===== src/rtl/tile_config_pkg.sv =====
// Shared types and helpers for the tile configuration loader.
package tile_config_pkg;

    typedef enum logic [2:0] {
        IDLE   = 3'd0,
        FETCH  = 3'd1,
        SHIFT  = 3'd2,
        COMMIT = 3'd3,
        RUN    = 3'd4,
        ERROR  = 3'd5
    } state_t;

    localparam logic [7:0] CRC8_POLY             = 8'h07;
    localparam int         TILE_CONFIG_W_DEFAULT = 146;

    // One serial step of CRC-8, MSB-first feedback.
    function automatic logic [7:0] crc8_bit(input logic [7:0] crc, input logic din);
        logic fb;
        fb = crc[7] ^ din;
        return {crc[6:0], 1'b0} ^ (fb ? CRC8_POLY : 8'h00);
    endfunction

endpackage


===== src/rtl/word_serializer.sv =====
// Word buffer and bit counters driving the serial config chain LSB-first.
module word_serializer #(
    parameter int WORD_W     = 8,
    parameter int TOTAL_BITS = 146
) (
    input  logic              clock,
    input  logic              reset,
    input  logic              i_clear,
    input  logic              i_load,
    input  logic [WORD_W-1:0] i_word,
    input  logic              i_shift,
    output logic              o_cfg_data,
    output logic              o_cfg_shift,
    output logic              o_word_last,
    output logic              o_chain_last
);

    localparam int CNT_W  = $clog2(TOTAL_BITS + 1);
    localparam int WCNT_W = (WORD_W > 1) ? $clog2(WORD_W) : 1;
    localparam logic [CNT_W-1:0]  CNT_LAST  = CNT_W'(TOTAL_BITS - 1);
    localparam logic [CNT_W-1:0]  CNT_FULL  = CNT_W'(TOTAL_BITS);
    localparam logic [WCNT_W-1:0] WCNT_LAST = WCNT_W'(WORD_W - 1);

    logic [WORD_W-1:0] r_buf;
    logic [CNT_W-1:0]  r_bit_cnt;
    logic [WCNT_W-1:0] r_word_cnt;

    // Buffer load/shift and saturating chain bit counter.
    always_ff @(posedge clock) begin
        if (reset) begin
            r_buf      <= '0;
            r_bit_cnt  <= '0;
            r_word_cnt <= '0;
        end else if (i_clear) begin
            r_buf      <= '0;
            r_bit_cnt  <= '0;
            r_word_cnt <= '0;
        end else if (i_load) begin
            r_buf      <= i_word;
            r_word_cnt <= '0;
        end else if (i_shift) begin
            r_buf      <= {1'b0, r_buf[WORD_W-1:1]};
            r_word_cnt <= r_word_cnt + WCNT_W'(1);
            if (r_bit_cnt != CNT_FULL) begin
                r_bit_cnt <= r_bit_cnt + CNT_W'(1);
            end
        end
    end

    // The final partial word ends early at the chain length, dropping its upper bits.
    assign o_chain_last = (r_bit_cnt == CNT_LAST);
    assign o_word_last  = (r_word_cnt == WCNT_LAST) || o_chain_last;
    assign o_cfg_shift  = i_shift;
    assign o_cfg_data   = i_shift & r_buf[0];

endmodule


===== src/rtl/tile_config_loader.sv =====
// Streams the config bitstream into the tile chain, commits it, releases fabric reset.
// Optional trailer CRC check enabled by TILE_CONFIG_LOADER_CRC_EN.
module tile_config_loader
    import tile_config_pkg::*;
#(
    parameter int TILE_CONFIG_W = TILE_CONFIG_W_DEFAULT,
    parameter int NUM_TILES     = 4,
    parameter int WORD_W        = 8
) (
    input  logic              clock,
    input  logic              reset,
    input  logic              start,
    input  logic [WORD_W-1:0] in_data,
    input  logic              in_valid,
    output logic              in_ready,
    output logic              cfg_data,
    output logic              cfg_shift,
    output logic              cfg_commit,
    output logic              fabric_nreset,
    output logic              busy,
    output logic              done,
    output logic              error
);

    localparam int TOTAL_BITS = TILE_CONFIG_W * NUM_TILES;

    state_t r_state;
    state_t w_next_state;
    logic   w_clear;
    logic   w_load;
    logic   w_shift;
    logic   w_word_last;
    logic   w_chain_last;
    logic   w_cfg_data;
    logic   r_in_ready;
    logic   r_busy;
    logic   r_commit;
    logic   r_done;
    logic   r_nreset;

    assign w_shift = (r_state == SHIFT);

    word_serializer #(
        .WORD_W     (WORD_W),
        .TOTAL_BITS (TOTAL_BITS)
    ) u_serializer (
        .clock        (clock),
        .reset        (reset),
        .i_clear      (w_clear),
        .i_load       (w_load),
        .i_word       (in_data),
        .i_shift      (w_shift),
        .o_cfg_data   (w_cfg_data),
        .o_cfg_shift  (cfg_shift),
        .o_word_last  (w_word_last),
        .o_chain_last (w_chain_last)
    );

`ifdef TILE_CONFIG_LOADER_CRC_EN
    logic [7:0] r_crc;
    logic       r_trailer;
    logic       r_error;

    // Running CRC over shifted bits; trailer flag marks the extra FETCH.
    always_ff @(posedge clock) begin
        if (reset) begin
            r_crc     <= 8'h00;
            r_trailer <= 1'b0;
        end else if (w_clear) begin
            r_crc     <= 8'h00;
            r_trailer <= 1'b0;
        end else if (w_shift) begin
            r_crc <= crc8_bit(r_crc, w_cfg_data);
            if (w_word_last && w_chain_last) begin
                r_trailer <= 1'b1;
            end
        end
    end
`endif

    // Next-state and serializer control.
    always_comb begin
        w_next_state = r_state;
        w_clear      = 1'b0;
        w_load       = 1'b0;
        case (r_state)
            IDLE, RUN: begin
                if (start) begin
                    w_next_state = FETCH;
                    w_clear      = 1'b1;
                end else begin
                    w_next_state = r_state;
                end
            end
`ifdef TILE_CONFIG_LOADER_CRC_EN
            ERROR: begin
                if (start) begin
                    w_next_state = FETCH;
                    w_clear      = 1'b1;
                end else begin
                    w_next_state = r_state;
                end
            end
`endif
            FETCH: begin
                if (in_valid && r_in_ready) begin
`ifdef TILE_CONFIG_LOADER_CRC_EN
                    if (!r_trailer) begin
                        w_next_state = SHIFT;
                        w_load       = 1'b1;
                    end else if (in_data[7:0] == r_crc) begin
                        w_next_state = COMMIT;
                    end else begin
                        w_next_state = ERROR;
                    end
`else
                    w_next_state = SHIFT;
                    w_load       = 1'b1;
`endif
                end else begin
                    w_next_state = r_state;
                end
            end
            SHIFT: begin
                if (w_word_last) begin
`ifdef TILE_CONFIG_LOADER_CRC_EN
                    w_next_state = FETCH;
`else
                    if (w_chain_last) begin
                        w_next_state = COMMIT;
                    end else begin
                        w_next_state = FETCH;
                    end
`endif
                end else begin
                    w_next_state = r_state;
                end
            end
            COMMIT:  w_next_state = RUN;
            default: w_next_state = IDLE;
        endcase
    end

    // State register; status outputs are registered decodes of the next state.
    always_ff @(posedge clock) begin
        if (reset) begin
            r_state    <= IDLE;
            r_in_ready <= 1'b0;
            r_busy     <= 1'b0;
            r_commit   <= 1'b0;
            r_done     <= 1'b0;
            r_nreset   <= 1'b0;
        end else begin
            r_state    <= w_next_state;
            r_in_ready <= (w_next_state == FETCH);
            r_busy     <= (w_next_state == FETCH) || (w_next_state == SHIFT) ||
                          (w_next_state == COMMIT);
            r_commit   <= (w_next_state == COMMIT);
            r_done     <= (w_next_state == RUN);
            r_nreset   <= (w_next_state == RUN);
        end
    end

`ifdef TILE_CONFIG_LOADER_CRC_EN
    // Error flag follows the ERROR state.
    always_ff @(posedge clock) begin
        if (reset) begin
            r_error <= 1'b0;
        end else begin
            r_error <= (w_next_state == ERROR);
        end
    end
    assign error = r_error;
`else
    assign error = 1'b0;
`endif

    assign in_ready      = r_in_ready;
    assign cfg_data      = w_cfg_data;
    assign cfg_commit    = r_commit;
    assign fabric_nreset = r_nreset;
    assign busy          = r_busy;
    assign done          = r_done;

endmodule


===== config.mk =====
export PLATFORM = sky130hd
export DESIGN_NAME = tile_config_loader
export DESIGN_NICKNAME = d
export VERILOG_FILES = /design/src/rtl/tile_config_pkg.sv /design/src/rtl/word_serializer.sv /design/src/rtl/tile_config_loader.sv
export SDC_FILE = /design/constraint.sdc
export NUM_CORES = 1
export LEC_CHECK = 0
export CAP_MARGIN = 20
export CORE_ASPECT_RATIO = 1.2
export CORE_MARGIN = 2
export CORE_UTILIZATION = 50
export DETAILED_ROUTE_END_ITERATION = 7
export DONT_BUFFER_PORTS = 1
export HOLD_SLACK_MARGIN = 0.1
export PLACE_DENSITY = 0.7
export SYNTH_ARGS = -nofsm -noshare
export SYNTH_HDL_FRONTEND = slang
export SYNTH_HIERARCHICAL = 1
export SYNTH_SLANG_ARGS = --single-unit

===== constraint.sdc =====
create_clock -name clock -period 2.2 [get_ports clock]
set_input_delay 0.44 -clock clock [delete_from_list [all_inputs] [get_ports clock]]
set_output_delay 0.44 -clock clock [all_outputs]
set_load 0.01 [all_outputs]

After elaboration in Yosys (flattened, before gate mapping)
Cells that the tools add are included.
Word-level totals
  register bits: 28
  output and inout bits: 8
Cells by class
  reduce and logical (&&, ||, !) cells: 10
  equality and inequality tests: 11
  bitwise gates (word level): 2
  multiplexer cells: 11
  add/subtract/negate cells: 2
Operators by type and width (number)
  two-way mux 8 bit: 2
  == test 3 x 2 -> 1 bit (second input constant): 4
  one-hot mux 3 bit (4 select lines): 1
  adder 10 x 1 -> 10 bit (second input constant): 1
  == test 10 bit (second input constant): 1
  inequality test 10 bit (second input constant): 1
  == test 3 bit (second input constant): 3
  two-way mux 3 bit: 3
  == test 3 x 1 -> 1 bit (second input constant): 2
  two-way mux 1 bit: 4
  OR reduction 2 bit: 2
  adder 3 x 1 -> 3 bit (second input constant): 1
  logical NOT 3 bit: 1
  logical OR 1 bit: 3
  AND reduction 3 bit: 1
  OR reduction 3 bit: 1
  two-way mux 2 bit: 1
  nonzero test 2 bit: 1
  AND 1 bit: 1
  logical AND 1 bit: 1
  inverter 1 bit: 1

Logic depth before layout (Yosys ltp)
  word-level depth: 7
  depth in mapped cells: 8
  depth with buffers taken out: 8

Cells and area by module
Netlist, hierarchy kept.
By module, submodules not included
  word_serializer: cells each 119, seq. area each 420.4 um2, instances 1, area an instance 1032.2 um2
  tile_config_loader: cells each 34, seq. area each 140.1 um2, instances 1, area an instance 342.8 um2

Least setup slack after synthesis
Ideal clock, no wire load.
  path kind: register -> register
  start point: register r_state[1]
  end point: register u_serializer.r_bit_cnt[9]
  path slack: 306 ps
  data required time: 2129 ps
  cell stages (with the launch flop): 7
  setup time: 71 ps
  data arrival time: 1824 ps
  clock period less this slack: 1894 ps
  path buffers: 1
  cells stage by stage: dfxtp_1 > nor3b_2 > buf_4 > and4b_4 > nand2_2 > or4_1 > a21oi_1
Between the ends
  elaborated cells between the ends (all ways): 10
  classes of those cells: eq/ne: 3; mux: 2; bitwise: 1; reduce/logical: 4
RTL lines
  start, declared: line tile_config_loader.sv:27  | state_t r_state;
  start signal, assigned: line tile_config_loader.sv:154  | r_state <= w_next_state;
  == test 3 x 2 -> 1 bit: line tile_config_loader.sv:41  | assign w_shift = (r_state == SHIFT);
  named net w_shift: line tile_config_loader.sv:31  | logic w_shift;
  AND reduction 3 bit (no line)
  end signal, assigned: line word_serializer.sv:45  | r_bit_cnt <= r_bit_cnt + CNT_W'(1);
  end, declared: line word_serializer.sv:25  | logic [CNT_W-1:0] r_bit_cnt;
The timed path passes the listed nets, and every way through them passes these cells.
A chain may end at the register's enable or synchronous reset.

Worst setup path after layout
  start point: register r_state[1]
  end point: output cfg_data
Between the ends
  word-level cells in the longest chain between the ends: 2
RTL lines
  == test 3 x 2 -> 1 bit: line tile_config_loader.sv:41
  AND 1 bit: line word_serializer.sv:54  | assign o_cfg_data = i_shift & r_buf[0];
  end, declared: line tile_config_loader.sv:16  | output logic cfg_data,
No other way between the ends.

==> flow_metrics.py <==
metrics = {
    "outcome": {
        "outcome": "finished, final reports clean",
    },
    "route": {
        "ant_nets": 0,
        "drt_iter0_drc": 21,
        "wire_per_inst_um": 13.1,
        "viasPerCell": 5.50,
        "wl_um": 2370,
        "num_vias": 995,
        "dr.pass1.iters": 4,
        "drc": 0,
    },
    "global_routing": {
        "grt_pass1_wl_um": 4200,
        "antenna_found_initial": 0,
        "grt_pass1_vias": 953,
        "grt_max_degree": 23,
        "grt_overflow": 0,
        "grt.total_usage": 0.179,
    },
    "synth": {
        "synth.net_count": 169,
        "synth_most_common_cell": "dfxtp_1",
        "yosys.area.top_type_share": 0.408,
        "ys.flop_type": "dfxtp_1",
        "yosys.cell_types.count": 42,
        "ys_ff_latch": 28,
        "yosys-top-cells-count": "dfxtp_1, nor2_1, a21oi_1",
        "synth_area_leaders": "dfxtp_1, mux2i_1, nor2_1, a21oi_1, ha_1",
        "synth_area_sq_um": 1380,
        "synth-async-reset-ratio": 0,
        "syn_area_per_cell_sq_um": 8.99,
        "yosysTopAreaCell": "dfxtp_1",
        "yosysSeqAreaShare": 0.408,
        "synth_edf_count": 0,
        "syn_inst": 153,
        "yosysWarnings": 6,
    },
    "power_and_ir_drop": {
        "ir_drop_mv": 0.293,
        "p_leak_nw": 0.482,
        "p_sw_uw": 184,
        "p_sw_frac": 0.234,
        "sequentialPowerShare": 0.668,
        "intPower_uw": 603,
        "cellPowerDensity_nw_per_um2": 559,
        "p_clk_frac": 0.264,
        "power_frac_comb": 0.068,
    },
    "clocking": {
        "clockBufferDepth": 2,
        "clk-insertion-delay-late_ns": 0.33,
        "hold_buffers": 0,
        "htree_levels": 1,
        "cts_buffers": 3,
        "cts_tree": "yes",
        "cts.clk_slew.worst_paths_ns": 0.14,
        "cts_setup_buffers": 0,
        "cts-root-buf": "clkbuf_4",
        "cts_sinks": 28,
    },
    "sta": {
        "fmax_mhz": 482,
        "finalCritPeriodShare": 0.944,
        "tns_ns": 0,
        "holdWs_ns": 0.156,
        "setup_viol": 0,
        "grt_setup_unrepaired": "no",
        "maxSlewViolCount": 0,
        "fin_crit_ns": 2.08,
        "hold_viol": 0,
        "clock-skew-final_ns": 0.00789,
    },
    "placed_design": {
        "place.port_buffers": 0,
        "hpwl_um": 1680,
        "place_congestion": 0.822,
    },
    "floorplanning": {
        "ioPinCount": 20,
        "die_height_um": 61.4,
        "die_x_um": 51.9,
        "die_area_sq_um": 3190,
        "coreArea_sq_um": 2580,
        "row_count": 20,
        "start_util": 0.533,
    },
    "setup_path": {
        "path_cells": "nor3b_4 -> buf_6 -> and2_1",
        "path_class": "reg -> out",
        "crit_arrival_ns": 1.64,
        "rr_startpoint": "u_serializer/r_bit_cnt[5]$_SDFFE_PP0P_",
        "crit_slowest_cell": "dfxtp_1",
        "startpoint_type": "flop",
        "worst_setup_path_end_kind": "primary output",
        "startpoint": "r_state[1]$_SDFF_PP0_",
        "path_max_fanout": 16,
        "slowest_delay_ns": 0.52,
        "critPathRequiredTime_ns": 1.76,
    },
    "min_path": {
        "hp-class": "in -> reg",
        "hp-start": "reset",
    },
    "cells_and_area": {
        "areaGrowthSynthToFinish_pct": 2.46,
        "seq_area_sq_um": 561,
        "multi_input_area_sq_um": 754,
        "drive_gt1_frac": 0.101,
        "nNetsFinal": 166,
        "num-fill-cells": 249,
        "diodes": 0,
    },
    "job": {
        "drv_cap": 0,
    },
}
flip-flops by register name, indices dropped and copies added (netlist names):
register and flops:
fabric_nreset 1, r_state 3, in_ready 1, u_serializer/r_word_cnt 3, cfg_commit 1, busy 1, u_serializer/r_bit_cnt 10, u_serializer/r_buf 8
worst paths after layout:
| path | to | slack, ns | cells after the start |
|---|---|---|---|
| setup reg to reg | cfg_commit$_SDFF_PP0_ | 0.24 | 8 |
| hold reg to reg | u_serializer/r_bit_cnt[9]$_SDFFE_PP0P_ | 0.50 | 2 |
| setup / recovery | cfg_data | 0.12 | 3 |
| hold / removal | r_state[2]$_SDFF_PP0_ | 0.16 | 1 |
per-stage QoR:
| stage | instances | utilization | cell area [sq um] | setup WS (ns) | total power, mW |
|---|---|---|---|---|---|
| floorplan | 153 | - | 1380 | 0.306 | 0.583 |
| global placement | 178 | 0.534 | 1380 | 0.345 | 0.587 |
| detailed placement | 178 | 0.534 | 1380 | 0.301 | 0.589 |
| CTS | 181 | 0.543 | 1400 | 0.0232 | 0.796 |
| global route | 181 | 0.547 | 1410 | 0.0311 | 0.820 |
| finish | 181 | 0.547 | 1410 | 0.124 | 0.787 |
layer usage:
layer / up-vias / track usage / wire length [um]
met3: 4 / 0.0267 / 109
met5: - / 0 / 0
li1: 510 / - / -
met4: 0 / 0.109 / 45
met2: 26 / 0.295 / 1140
met1: 455 / 0.221 / 1070
layout by cell type, fill, tap and decap left out, drive strengths merged, types with 3 or more instances in the layout:
cell | netlist | layout
a21oi | 12 | 12
clkbuf | 2 | 3
dfxtp | 28 | 28
ha | 4 | 4
inv | 3 | 3
mux2i | 11 | 11
nand2 | 6 | 6
nand3b | 3 | 3
nor2 | 27 | 27
nor2b | 3 | 3
nor3 | 6 | 6
nor3b | 4 | 4
xnor2 | 5 | 5
critical path: cells and delay by family, from the launching register on:
kind | cells | cell delay, ns
buf+inv | 1 | 0.25
flops | 1 | 0.52
simple gates | 2 | 0.54
area by class of cell:
cell class                      instances  area share
Multi-Input combinational cell        112       0.536
Sequential cell                        28       0.398
Tap cell                               33      0.0293
Clock buffer                            3      0.0160
Timing Repair Buffer                    2      0.0133
Inverter                                3     0.00799
cells by family (layout without fill, tap and decap cells):
| logic type | count (synthesis) | count (layout) | share of synthesized area |
|---|---|---|---|
| other cells | 1 | 1 | 0.00273 |
| buf+inv | 13 | 8 | 0.0482 |
| compound gates | 20 | 20 | 0.0910 |
| mux | 11 | 11 | 0.0801 |
| simple gates | 69 | 69 | 0.289 |
| xor+xnor | 7 | 7 | 0.0446 |
| fa+ha+maj | 4 | 4 | 0.0364 |
| flops | 28 | 28 | 0.408 |
power groups by stage:
stage	clock (mW)	sequential, mW	combinational (mW)
2_1_floorplan	0	0.535	0.0480
3_3_place_gp	0	0.536	0.0513
3_5_place_dp	0	0.537	0.0523
4_1_cts	0.218	0.525	0.0525
5_1_grt	0.233	0.528	0.0591
6_report	0.208	0.526	0.0532
repair_timing:
item                                    4_1_cts  5_1_grt
gates resized for setup                       0        2
endpoints found under the hold margin         0        0
endpoints found under the setup margin        0        1
Power figures use the tool's default switching activity.
